### config.mk
export PLATFORM = sky130hd
export DESIGN_NAME = alu_arbiter
export DESIGN_NICKNAME = d
export VERILOG_FILES = /design/src/rtl/alu_arbiter.sv
export SDC_FILE = /design/constraint.sdc
export NUM_CORES = 1
export LEC_CHECK = 0
export CAP_MARGIN = 25
export CORE_ASPECT_RATIO = 0.5
export CORE_MARGIN = 1.5
export CORE_UTILIZATION = 35
export DETAILED_ROUTE_END_ITERATION = 10
export PLACE_DENSITY = 0.74
export RECOVER_POWER = 25
export SLEW_MARGIN = 15
export SYNTH_ARGS = -nofsm -noshare
export SYNTH_HDL_FRONTEND = slang
export SYNTH_SLANG_ARGS = --single-unit
### constraint.sdc
create_clock -name clk -period 4.8 [get_ports clk]
set_clock_uncertainty 0.05 [all_clocks]
set_input_delay 0.48 -clock clk [delete_from_list [all_inputs] [get_ports clk]]
set_output_delay 0.48 -clock clk [all_outputs]
set_load 0.01 [all_outputs]
### src/rtl/alu_arbiter.sv
// Two-requester front end for a shared combinational ALU: IDLE -> EXEC -> DONE, done two cycles after grant.
// Round-robin arbitration by default; define ALU_ARB_PRIO_EN for fixed priority (req0 always wins).
module alu_arbiter #(
  parameter int DATA_W = 8
) (
  input  logic              clk,
  input  logic              rst_n,
  input  logic              req0,
  input  logic              req1,
  input  logic [DATA_W-1:0] a0,
  input  logic [DATA_W-1:0] b0,
  input  logic [DATA_W-1:0] a1,
  input  logic [DATA_W-1:0] b1,
  input  logic [1:0]        sel0,
  input  logic [1:0]        sel1,
  output logic [DATA_W-1:0] alu_a,
  output logic [DATA_W-1:0] alu_b,
  output logic [1:0]        alu_sel,
  input  logic [DATA_W-1:0] alu_result,
  input  logic              alu_zero,
  output logic [DATA_W-1:0] result,
  output logic              zero,
  output logic              done0,
  output logic              done1,
  output logic              busy
);

  typedef enum logic [1:0] {IDLE, EXEC, DONE} state_t;

  state_t state;
  logic   grant;
  logic   win_vld;
  logic   winner;

`ifndef ALU_ARB_PRIO_EN
  logic   last_grant;
`endif

  always_comb begin
    win_vld = req0 | req1;
`ifdef ALU_ARB_PRIO_EN
    winner  = ~req0;
`else
    // On a tie the requester not served most recently wins.
    winner  = (req0 & req1) ? ~last_grant : req1;
`endif
  end

  always_ff @(posedge clk or negedge rst_n) begin
    if (!rst_n) begin
      state      <= IDLE;
      alu_a      <= '0;
      alu_b      <= '0;
      alu_sel    <= '0;
      result     <= '0;
      zero       <= 1'b0;
      done0      <= 1'b0;
      done1      <= 1'b0;
      busy       <= 1'b0;
      grant      <= 1'b0;
`ifndef ALU_ARB_PRIO_EN
      last_grant <= 1'b1;
`endif
    end else begin
      case (state)
        IDLE: begin
          done0 <= 1'b0;
          done1 <= 1'b0;
          if (win_vld) begin
            alu_a      <= winner ? a1 : a0;
            alu_b      <= winner ? b1 : b0;
            alu_sel    <= winner ? sel1 : sel0;
            grant      <= winner;
`ifndef ALU_ARB_PRIO_EN
            last_grant <= winner;
`endif
            busy       <= 1'b1;
            state      <= EXEC;
          end
        end
        EXEC: begin
          result <= alu_result;
          zero   <= alu_zero;
          done0  <= ~grant;
          done1  <= grant;
          state  <= DONE;
        end
        DONE: begin
          done0 <= 1'b0;
          done1 <= 1'b0;
          busy  <= 1'b0;
          state <= IDLE;
        end
        default: begin
          done0 <= 1'b0;
          done1 <= 1'b0;
          busy  <= 1'b0;
          state <= IDLE;
        end
      endcase
    end
  end

endmodule

==> results.toml, run 1 <==
[layout]
nNetsFinal = 229
num_antenna_cells = 0
drive_above_1_share_pct = 27.1
syn_to_final_growth_pct = 58.6
fin_area_sq_um = 2560
final_cell_mix = "clkdlybuf4s50_1 (77), mux2_4 (36), dfrtp_1 (33)"
multi_input_area_sq_um = 711
utilization_pct = 57.9
ff_latch_area_sq_um = 852
n_fill_cell = 355
layout.cells.most_common = "clkdlybuf4s50_1"

[timing]
finalCritPeriodShare_pct = 48.1
finalHoldViolations = 0
rsz0062_at_grt = "no"
setup_viol = 0
tightest_slew_ns = 1.80
drv_slew = 35
tns_ns = 0
fmax_mhz = 433
fin_ws_ns = 2.49
fin_crit_ns = 2.31
relSlewSlack_pct = -20.1
hold_ws_ns = 0.379

[outcome]
violations = "max-capacitance violations, max-slew violations"
status = "finished with violations"

[logic_synthesis]
postSynthCellCount = 97
ys_ff_latch = 34
synth_cell_types = 15
synth_seq_area_share_pct = 52.8
syn-cell-area_sq_um = 1610
synth_fp_nets = 146
yosys_warnings = 0
syn_avg_cell_area_sq_um = 16.6

[grt]
gr-total-overflow = 0
grt_pass1_vias = 1137
grt_usage_pct = 14.1
grt_max_degree = 35
grt_pass1_wl_microns = 5350
antenna_found_initial = 0

[cts]
clockBufferDepth = 2
tritoncts = "built"
htreeDepth = 2
cts-root-buf = "clkbuf_8"
post_cts_buffers = 0
clkLatencyLatePin_ns = 0.28
cts_buffers = 5
cts.sinks = 34
hold_buffers = 0
clkTransAtPathRegs_ns = 0.06
cts-resized-gates = 0

[worst_setup_path]
cp_top_family = "buffers and inverters"
max_stage_delay_ns = 1.29
end_kind = "asynchronous set/reset pin"
worst-path-buf-inv = 2
critPathRequiredTime_ns = 4.79
worst_path_max_delay_cell = "clkbuf_1"
path_cells = "dlygate4sd3_1, clkbuf_1"
cp_data_arrival_time_ns = 2.30
crit_type = "input pin to asynchronous set/reset pin"
worst_setup_path_start_kind = "input pin"
worstPathMaxFanout = 34

[pwr]
vdd_drop_max_uv = 255
p_per_area_nw_per_um2 = 574
p_leak_nw = 1.15

[detailed_routing]
drt-total-wl_microns = 3230
antenna_left = 0
first_pass_iters = 3
vias = 1059
wl_per_cell_microns = 13.6
drc = 0
viasPerCell = 4.45
drtIter0Drc = 11

[placement]
gp_congestion = 0.641
hpwl_microns = 2420
io_buffers = 78
placed_area_sq_um = 2440
post-place-ws_ns = 2.21

[die]
core-area_sq_um = 4420
die_x_microns = 99.0
ioPinCount = 79
rows = 17
initial_utilization_pct = 36.5
dieArea_sq_um = 5050
die_h_microns = 51.0

[flow_run]
drv_cap = 1

[worst_hold_path]
hp-class = "flip-flop to flip-flop"
==> cells by family (layout without fill, tap and decap cells) <==
logic type             Yosys count  in the layout  share of synthesized area [%]
AOI/OAI and AO/OA                2              2                           1.09
DFF                             34             34                           52.8
and+or+nand+nor                  5              5                           1.55
buffers and inverters            9             93                           3.57
muxes                           47             47                           41.0
==> Yosys cell counts <==
master	count	area share, %
mux2_4	36	33
dfrtp_1	33	51
mux2_1	9	6.3
nor2_1	3	0.70
buf_4	2	0.93
buf_6	2	1.4
inv_1	2	0.47
inv_2	2	0.47
mux2i_1	2	1.2
a21bo_1	1	0.62
a21o_1	1	0.47
buf_2	1	0.31
dfstp_2	1	1.6
nand2_1	1	0.23
nor3_2	1	0.62
==> worst paths after layout <==
kind                                 start  slack, ns         end  cells after the start
min in group asynchronous            rst_n       1.17  alu_sel[0]                      2
worst max-delay path                 rst_n       2.49    alu_b[5]                      2
worst min register to register       grant       0.38       done0                      1
worst max register to register  last_grant       2.83    alu_b[2]                      4
max in group clk                      req1       2.68    alu_b[2]                      5
worst min-delay path                 grant       0.38       done0                      1
==> power by group <==
group          switching, mW  internal [mW]
logic                  0.256          0.488
registers             0.0803          0.435
clock network         0.0940          0.116
total                  0.430           1.04
==> layout make-up <==
| type | count | share of cell area [%] |
|---|---|---|
| multi-input combinational | 54 | 27.8 |
| timing repair buffer | 81 | 32.0 |
| sequential | 34 | 33.3 |
| tap | 57 | 2.79 |
| clock inverter | 1 | 0.196 |
| clock buffer | 7 | 3.37 |
| inverter | 4 | 0.587 |
==> through the flow <==
stage               cells  power [mW]
floorplan              97       0.914
detailed placement    229        1.27
finish                238        1.47
global route          238        1.56
CTS                   237        1.49
global placement      229        1.25
==> registers in the layout (all words and copies together) (netlist names) <==
name,flops
alu_a,8
alu_b,8
result,8
alu_sel,2
state,2
busy,1
done0,1
done1,1
grant,1
last_grant,1
zero,1
==> worst register-to-register path: stages, from the launching register on <==
cell and delay, ns:
dfstp_2 0.54, a21bo_1 0.48, buf_16 0.22, mux2_4 0.31, mux2_4 0.26
==> routing by layer <==
metal,global-route usage [%],vias to the layer above,part of all wire [%]
met3,3.83,4,4.0
met1,16.9,531,44
met5,0,-,0
met2,23.8,23,51
met4,7.14,0,1.4
li1,-,501,-
Note: power is estimated with default switching activity, not from simulation.
==> inputs of run 2 (changes only) <==
- clock period: 4.8 -> 2.3 ns (I/O delays scaled with it)
==> results.toml, run 2 (synthesized netlist as in run 1, its figures left out) <==
[detailed_routing]
wl_per_cell_microns = 14.2
drc = 0
antenna_left = 0
drt-total-wl_microns = 3400
first_pass_iters = 4
drtIter0Drc = 7
vias = 1067
viasPerCell = 4.46

[grt]
antenna_found_initial = 0
grt_pass1_wl_microns = 5620
met2_usage_pct = 25.4
grt_pass1_vias = 1165
use_met1_pct = 17.8
busiest_layer = "met2"
gr-total-overflow = 0
globalRouteMet3Util_pct = 4.24
grt_usage_pct = 14.7
grt_max_degree = 35

[cts]
clkLatencyLatePin_ns = 0.28
tritoncts = "built"
cts-root-buf = "clkbuf_8"
htreeDepth = 2
cts_buffers = 5
clockBufferDepth = 2
post_cts_buffers = 0
cts.sinks = 34
clkTransAtPathRegs_ns = 0.07
hold_buffers = 0
cts-resized-gates = 0

[worst_setup_path]
critPathRequiredTime_ns = 2.41
cp_top_family = "multiplexers"
worst_setup_path_start_kind = "flip-flop"
end_kind = "flip-flop"
crit_top_cell = "mux2_4"
reg2reg_setup_slack_ns = 0.45
cp_data_arrival_time_ns = 1.97
crit_type = "flip-flop to flip-flop"
worst-path-buf-inv = 1
worstPathMaxFanout = 14
max_stage_delay_ns = 0.53
worst_path_max_delay_cell = "dfstp_2"
path_cells = "a21bo_1, buf_12, mux2_4, mux2_4"

[placement]
placed_area_sq_um = 2480
post-place-ws_ns = 0.234
io_buffers = 78
gp_congestion = 0.698
hpwl_microns = 2530

[pwr]
p_sw_uw = 926
pwr-share-clk_pct = 16.7
vdd_drop_max_uv = 608
internal_power_mw = 2.27
p_comb_share_pct = 49.8
swShare_pct = 29.0
power_frac_seq_pct = 33.5
p_per_area_nw_per_um2 = 1230
p_leak_nw = 1.17

[timing]
tns_ns = 0
setup_viol = 0
fin_ws_ns = 0.447
fmax_mhz = 540
fin_crit_ns = 1.85
relSlewSlack_pct = 44.4
tightest_slew_ns = 0.834
finalCritPeriodShare_pct = 80.6
finalHoldViolations = 0
rsz0062_at_grt = "no"
drv_slew = 0

[layout]
drive_above_1_share_pct = 28.6
syn_to_final_growth_pct = 60.5
num_antenna_cells = 0
nNetsFinal = 230
fin_area_sq_um = 2590
utilization_pct = 58.6
n_fill_cell = 351
final_cell_mix = "clkdlybuf4s50_1 (77), mux2_4 (36), dfrtp_1 (33)"
top_regs = "alu_a x8, alu_b x8, result x8"
layout.cells.most_common = "clkdlybuf4s50_1"
ff_latch_area_sq_um = 852
multi_input_area_sq_um = 711

[worst_hold_path]
hp-class = "flip-flop to flip-flop"

[die]
ioPinCount = 79
die_x_microns = 99.0
core-area_sq_um = 4420
dieArea_sq_um = 5050
rows = 17
die_h_microns = 51.0
initial_utilization_pct = 36.5

[outcome]
status = "complete, no violations"

[flow_run]
drv_cap = 0
run 2: path summary, 6_finish.rpt:
path                             from          to  cells after the start
max in group asynchronous       rst_n  alu_sel[1]                      2
min in group asynchronous       rst_n   result[5]                      2
min                             grant       done0                      1
min reg2reg                     grant       done0                      1
max                        last_grant  alu_sel[1]                      4
max reg2reg                last_grant  alu_sel[1]                      4
run 2: power by group through the flow:
stage / Sequential, mW / Combinational, mW / Clock [mW]
after global routing: 1.11 / 1.70 / 0.585
after CTS: 1.08 / 1.62 / 0.550
final: 1.07 / 1.59 / 0.534
after global placement: 1.07 / 1.59 / 0
after detailed placement: 1.08 / 1.62 / 0
after floorplan: 1.19 / 0.717 / 0
run 2: area by class of cell:
type | count | share of cell area [%]
sequential | 34 | 32.9
timing repair buffer | 82 | 32.2
multi-input combinational | 54 | 27.4
tap | 57 | 2.75
clock buffer | 5 | 2.66
clock inverter | 3 | 1.55
inverter | 4 | 0.579
run 2: metal layers:
metal | vias up | part of all wire (%)
met5 | - | 0
met4 | 0 | 1.4
met3 | 5 | 4.2
met2 | 22 | 51
met1 | 539 | 43
li1 | 501 | -
run 2: worst reg2reg max path: stages, from the launching register on:
cell and delay [ns]:
dfstp_2 0.53, a21bo_1 0.36, buf_12 0.22, mux2_4 0.32
mux2_4 0.26
run 2: per-stage QoR:
step	hold WS, ns	cells	total power, mW
after detailed placement	0.369	231	2.70
after floorplan	-0.116	97	1.91
final	0.377	239	3.20
after global routing	0.405	239	3.39
after CTS	0.301	239	3.25
after global placement	0.367	231	2.67
==> inputs of run 3 (changes only) <==
- PLACE_DENSITY: 0.74 -> 0.77
- clock period: 2.3 -> 1.55 ns (I/O delays scaled with it)
==> results.toml, run 3 (synthesized netlist as in run 1, its figures left out) <==
[die]
rows = 17
die_x_microns = 99.0
ioPinCount = 79
die_h_microns = 51.0
dieArea_sq_um = 5050
initial_utilization_pct = 36.5
core-area_sq_um = 4420

[timing]
tightest_slew_ns = 0.836
tns_ns = -0.813
finalHoldViolations = 0
setup_viol = 18
hold_ws_ns = 0.370
relSlewSlack_pct = 44.3
fin_crit_ns = 1.61
rsz0062_at_grt = "yes"
drv_slew = 0
finalCritPeriodShare_pct = 104
fmax_mhz = 620
fin_ws_ns = -0.0629

[worst_setup_path]
worst_setup_path_start_kind = "flip-flop"
end_kind = "flip-flop"
regToRegEndpoint = "alu_b[6]"
cp_data_arrival_time_ns = 1.74
reg2reg_from = "last_grant"
crit_type = "flip-flop to flip-flop"
critPathRequiredTime_ns = 1.68
r2r_cells = 4
reg2reg_setup_slack_ns = -0.06
worstPathMaxFanout = 6

[grt]
antenna_found_initial = 0
grt_pass1_wl_microns = 5640
grt_pass1_vias = 1118
grt_max_degree = 35
grt_usage_pct = 15.0
gr-total-overflow = 0

[placement]
place_inst = 233
io_buffers = 78
hpwl_microns = 2630
gp_congestion = 0.689

[worst_hold_path]
whs_path_depth = 1
min_from = "grant"
hold_end = "done0"
hp-class = "flip-flop to flip-flop"

[detailed_routing]
drt-total-wl_microns = 3550
antenna_left = 0
vias = 1108
drc = 0
wl_per_cell_microns = 14.5
first_pass_iters = 2
viasPerCell = 4.54
drtIter0Drc = 10

[layout]
nNetsFinal = 235
drive_above_1_share_pct = 31.0
final_cells = 244
syn_to_final_growth_pct = 64.3
layout.cells.most_common = "clkdlybuf4s50_1"
top_regs = "alu_a x8, alu_b x8, result x8"
num_antenna_cells = 0
final_cell_mix = "clkdlybuf4s50_1 (77), mux2_4 (36), dfrtp_1 (33)"

[cts]
cts-root-buf = "clkbuf_8"
hold_buffers = 0
clkLatencyLatePin_ns = 0.28
clkTransAtPathRegs_ns = 0.08
clockBufferDepth = 2
tritoncts = "built"
cts.sinks = 34
htreeDepth = 2
cts_buffers = 5

[pwr]
vdd_drop_max_uv = 611
p_leak_nw = 1.20
fin_total_pwr_mw = 4.74
p_per_area_nw_per_um2 = 1790

[outcome]
status = "finished with violations"
violations = "negative setup slack"

[flow_run]
drv_cap = 0
[run 3: cell types whose count changed in the layout (fill, tap and decap cells not counted), sizes merged]
cell      before  now
clkbuf         6    8
clkinvlp       0    1
buf            3    7
bufinv         1    0
clkinv         2    1
[run 3: cell type report]
cell class | count | area [sq um]
timing repair buffer | 87 | 901
tap | 57 | 71.3
clock buffer | 6 | 82.6
fill | 347 | 1770
clock inverter | 2 | 12.5
inverter | 4 | 15.0
multi-input combinational | 54 | 717
sequential | 34 | 852
[run 3: worst max path at each step]
stage               startpoint  endpoint  slack [ns]  cells after the start
floorplan           last_grant  alu_b[0]        0.02                      4
global placement          req1  alu_b[6]       -0.23                      5
detailed placement        req1  alu_b[2]       -0.27                      5
CTS                 last_grant  alu_b[2]       -0.06                      4
global route        last_grant  alu_b[3]       -0.09                      4
finish              last_grant  alu_b[6]       -0.06                      4
[run 3: report_power, final]
part           switching [mW]  total [mW]  internal [mW]
combinational           0.839        2.45           1.61
sequential              0.247        1.59           1.35
clock                   0.331       0.688          0.357
total                    1.42        4.74           3.32
[run 3: repair_timing]
action	in CTS	in global routing
buffers inserted	2	0
pin swaps	0	1
setup endpoints to repair	18	18
gates resized for setup	2	0
cloned	0	1
[run 3: worst max-delay path, stage by stage (launching register included)]
cell,delay (ns)
dfstp_2,0.55
a21bo_4,0.18
clkbuf_16,0.17
mux2_4,0.29
mux2_4,0.25
[run 3: stage by stage]
stage / area [sq um] / utilization, % / worst slack, ns
after detailed placement: 2520 / 57.1 / -0.272
after floorplan: 1610 / - / 0.0165
after CTS: 2640 / 59.7 / -0.0560
after global placement: 2520 / 57.1 / -0.231
final: 2650 / 59.9 / -0.0629
after global routing: 2650 / 59.9 / -0.0918
[run 3: layer usage]
metal	vias up	wire length [microns]	track usage [%]
met2	21	1830	25.4
li1	513	-	-
met5	-	0	0
met4	0	42	5.71
met1	569	1540	18.5
met3	5	132	4.10
==> RTL edit, RTL diff (settings of run 1) <==
The option `ALU_ARB_PRIO_EN` is turned on by a define.
--- a/src/rtl/alu_arbiter.sv
+++ b/src/rtl/alu_arbiter.sv
@@ -1,5 +1,7 @@
 // Two-requester front end for a shared combinational ALU: IDLE -> EXEC -> DONE, done two cycles after grant.
 // Round-robin arbitration by default; define ALU_ARB_PRIO_EN for fixed priority (req0 always wins).
+`define ALU_ARB_PRIO_EN
+
 module alu_arbiter #(
   parameter int DATA_W = 8
 ) (
Function: changed (Yosys sat finds a counterexample within 10 cycles, from zero or initial values and one cycle with rst_n low).
==> RTL edit against run 1 <==
- the run still ends with capacitance limit, slew limit left
- sequential cell count down 1
- die area down 7.1%
- cell area down 4.8%
- non-clock buffer count unchanged
- total power up 0.46%
- worst setup slack worse by 35 ps
- synthesized cell count down 4.1%
- area after synthesis down 7.4%
- routed wire length down 1.7%
- combinational power down 3.9%
- critical endpoint is now alu_a[6]
- largest power group unchanged
- highest routed layer unchanged
==> RTL edit: results (changes against run 1) <==
status:
  status: "finished with violations"
  violations: "capacitance limit, slew limit"
drt:
  wl_um: 3170  # -1.7%
layout:
  drive_above_1_share: 0.305  # +0.0344
  clk_share: 0.0477  # +0.0121
  buf_share: 0.330  # +0.00943
  multi_input_area_um2: 617  # -13%
  regArea_um2: 826  # -3.1%
  num-multi-input-gates: 53  # -1.9%
  fin_cells: 231  # -2.9%
  final_core_util: 0.609  # +0.0301
setup_path:
  cp_slowest_cell: "o21a_1"
  worst_setup_path_startpoint: "req0"
  cp_max_fo: 20  # -41%
  cp.arrival_ps: 2460  # +160 ps
power_and_ir_drop:
  seqPwrFrac: 0.336  # -0.015
  ir_worst_vdd_mv: 0.347  # +36%
  p_leak_nw: 1.05  # -9.4%
  pg_comb_uw: 714  # -3.9%
  seq_power_uw: 495  # -4.1%
timing:
  finalMaxSlewViolations: 34  # -2.9%
  worst_pin_slew_ps: 1690  # -111 ps
grt:
  grt_max_degree: 34  # -2.9%
  grt_pass1_vias: 1113  # -2.1%
synthesis:
  seq_area_frac_synth: 0.553  # +0.0249
  synthDistinctLibCells: 12  # -3
flow_run:
  maxCapViolCount: 1  # unchanged
floorplanning:
  taps: 54  # -5.3%
RTL edit: cell families (layout without fill, tap and decap cells):
group / Yosys count / after routing / synth area share
mux: 45 / 45 / 0.384
simple gates: 4 / 4 / 0.0117
buf+inv: 7 / 91 / 0.0343
flops: 33 / 33 / 0.553
compound gates: 4 / 4 / 0.0168
RTL edit: path summary, 6_finish.rpt:
kind,to,slack (ps),depth (start not counted)
worst min register to register,done0,410,1
max in group asynchronous,alu_b[1],2600,2
worst max-delay path,alu_a[6],2450,5
worst min-delay path,done0,410,1
min in group asynchronous,alu_a[6],1130,2
worst max register to register,alu_a[6],2840,4
RTL edit: worst register-to-register path, stage by stage (launching register included):
cell     delay [ps]
dfrtp_1         390
nor2_1          170
o21a_1          690
buf_6           250
mux2_4          310
RTL edit: metal layers:
layer | GRT usage | up-vias | wire length (µm)
li1 | - | 489 | -
met1 | 0.184 | 519 | 1390
met5 | 0 | - | 0
met4 | 0.0515 | 0 | 29
met2 | 0.235 | 25 | 1620
met3 | 0.0389 | 4 | 137
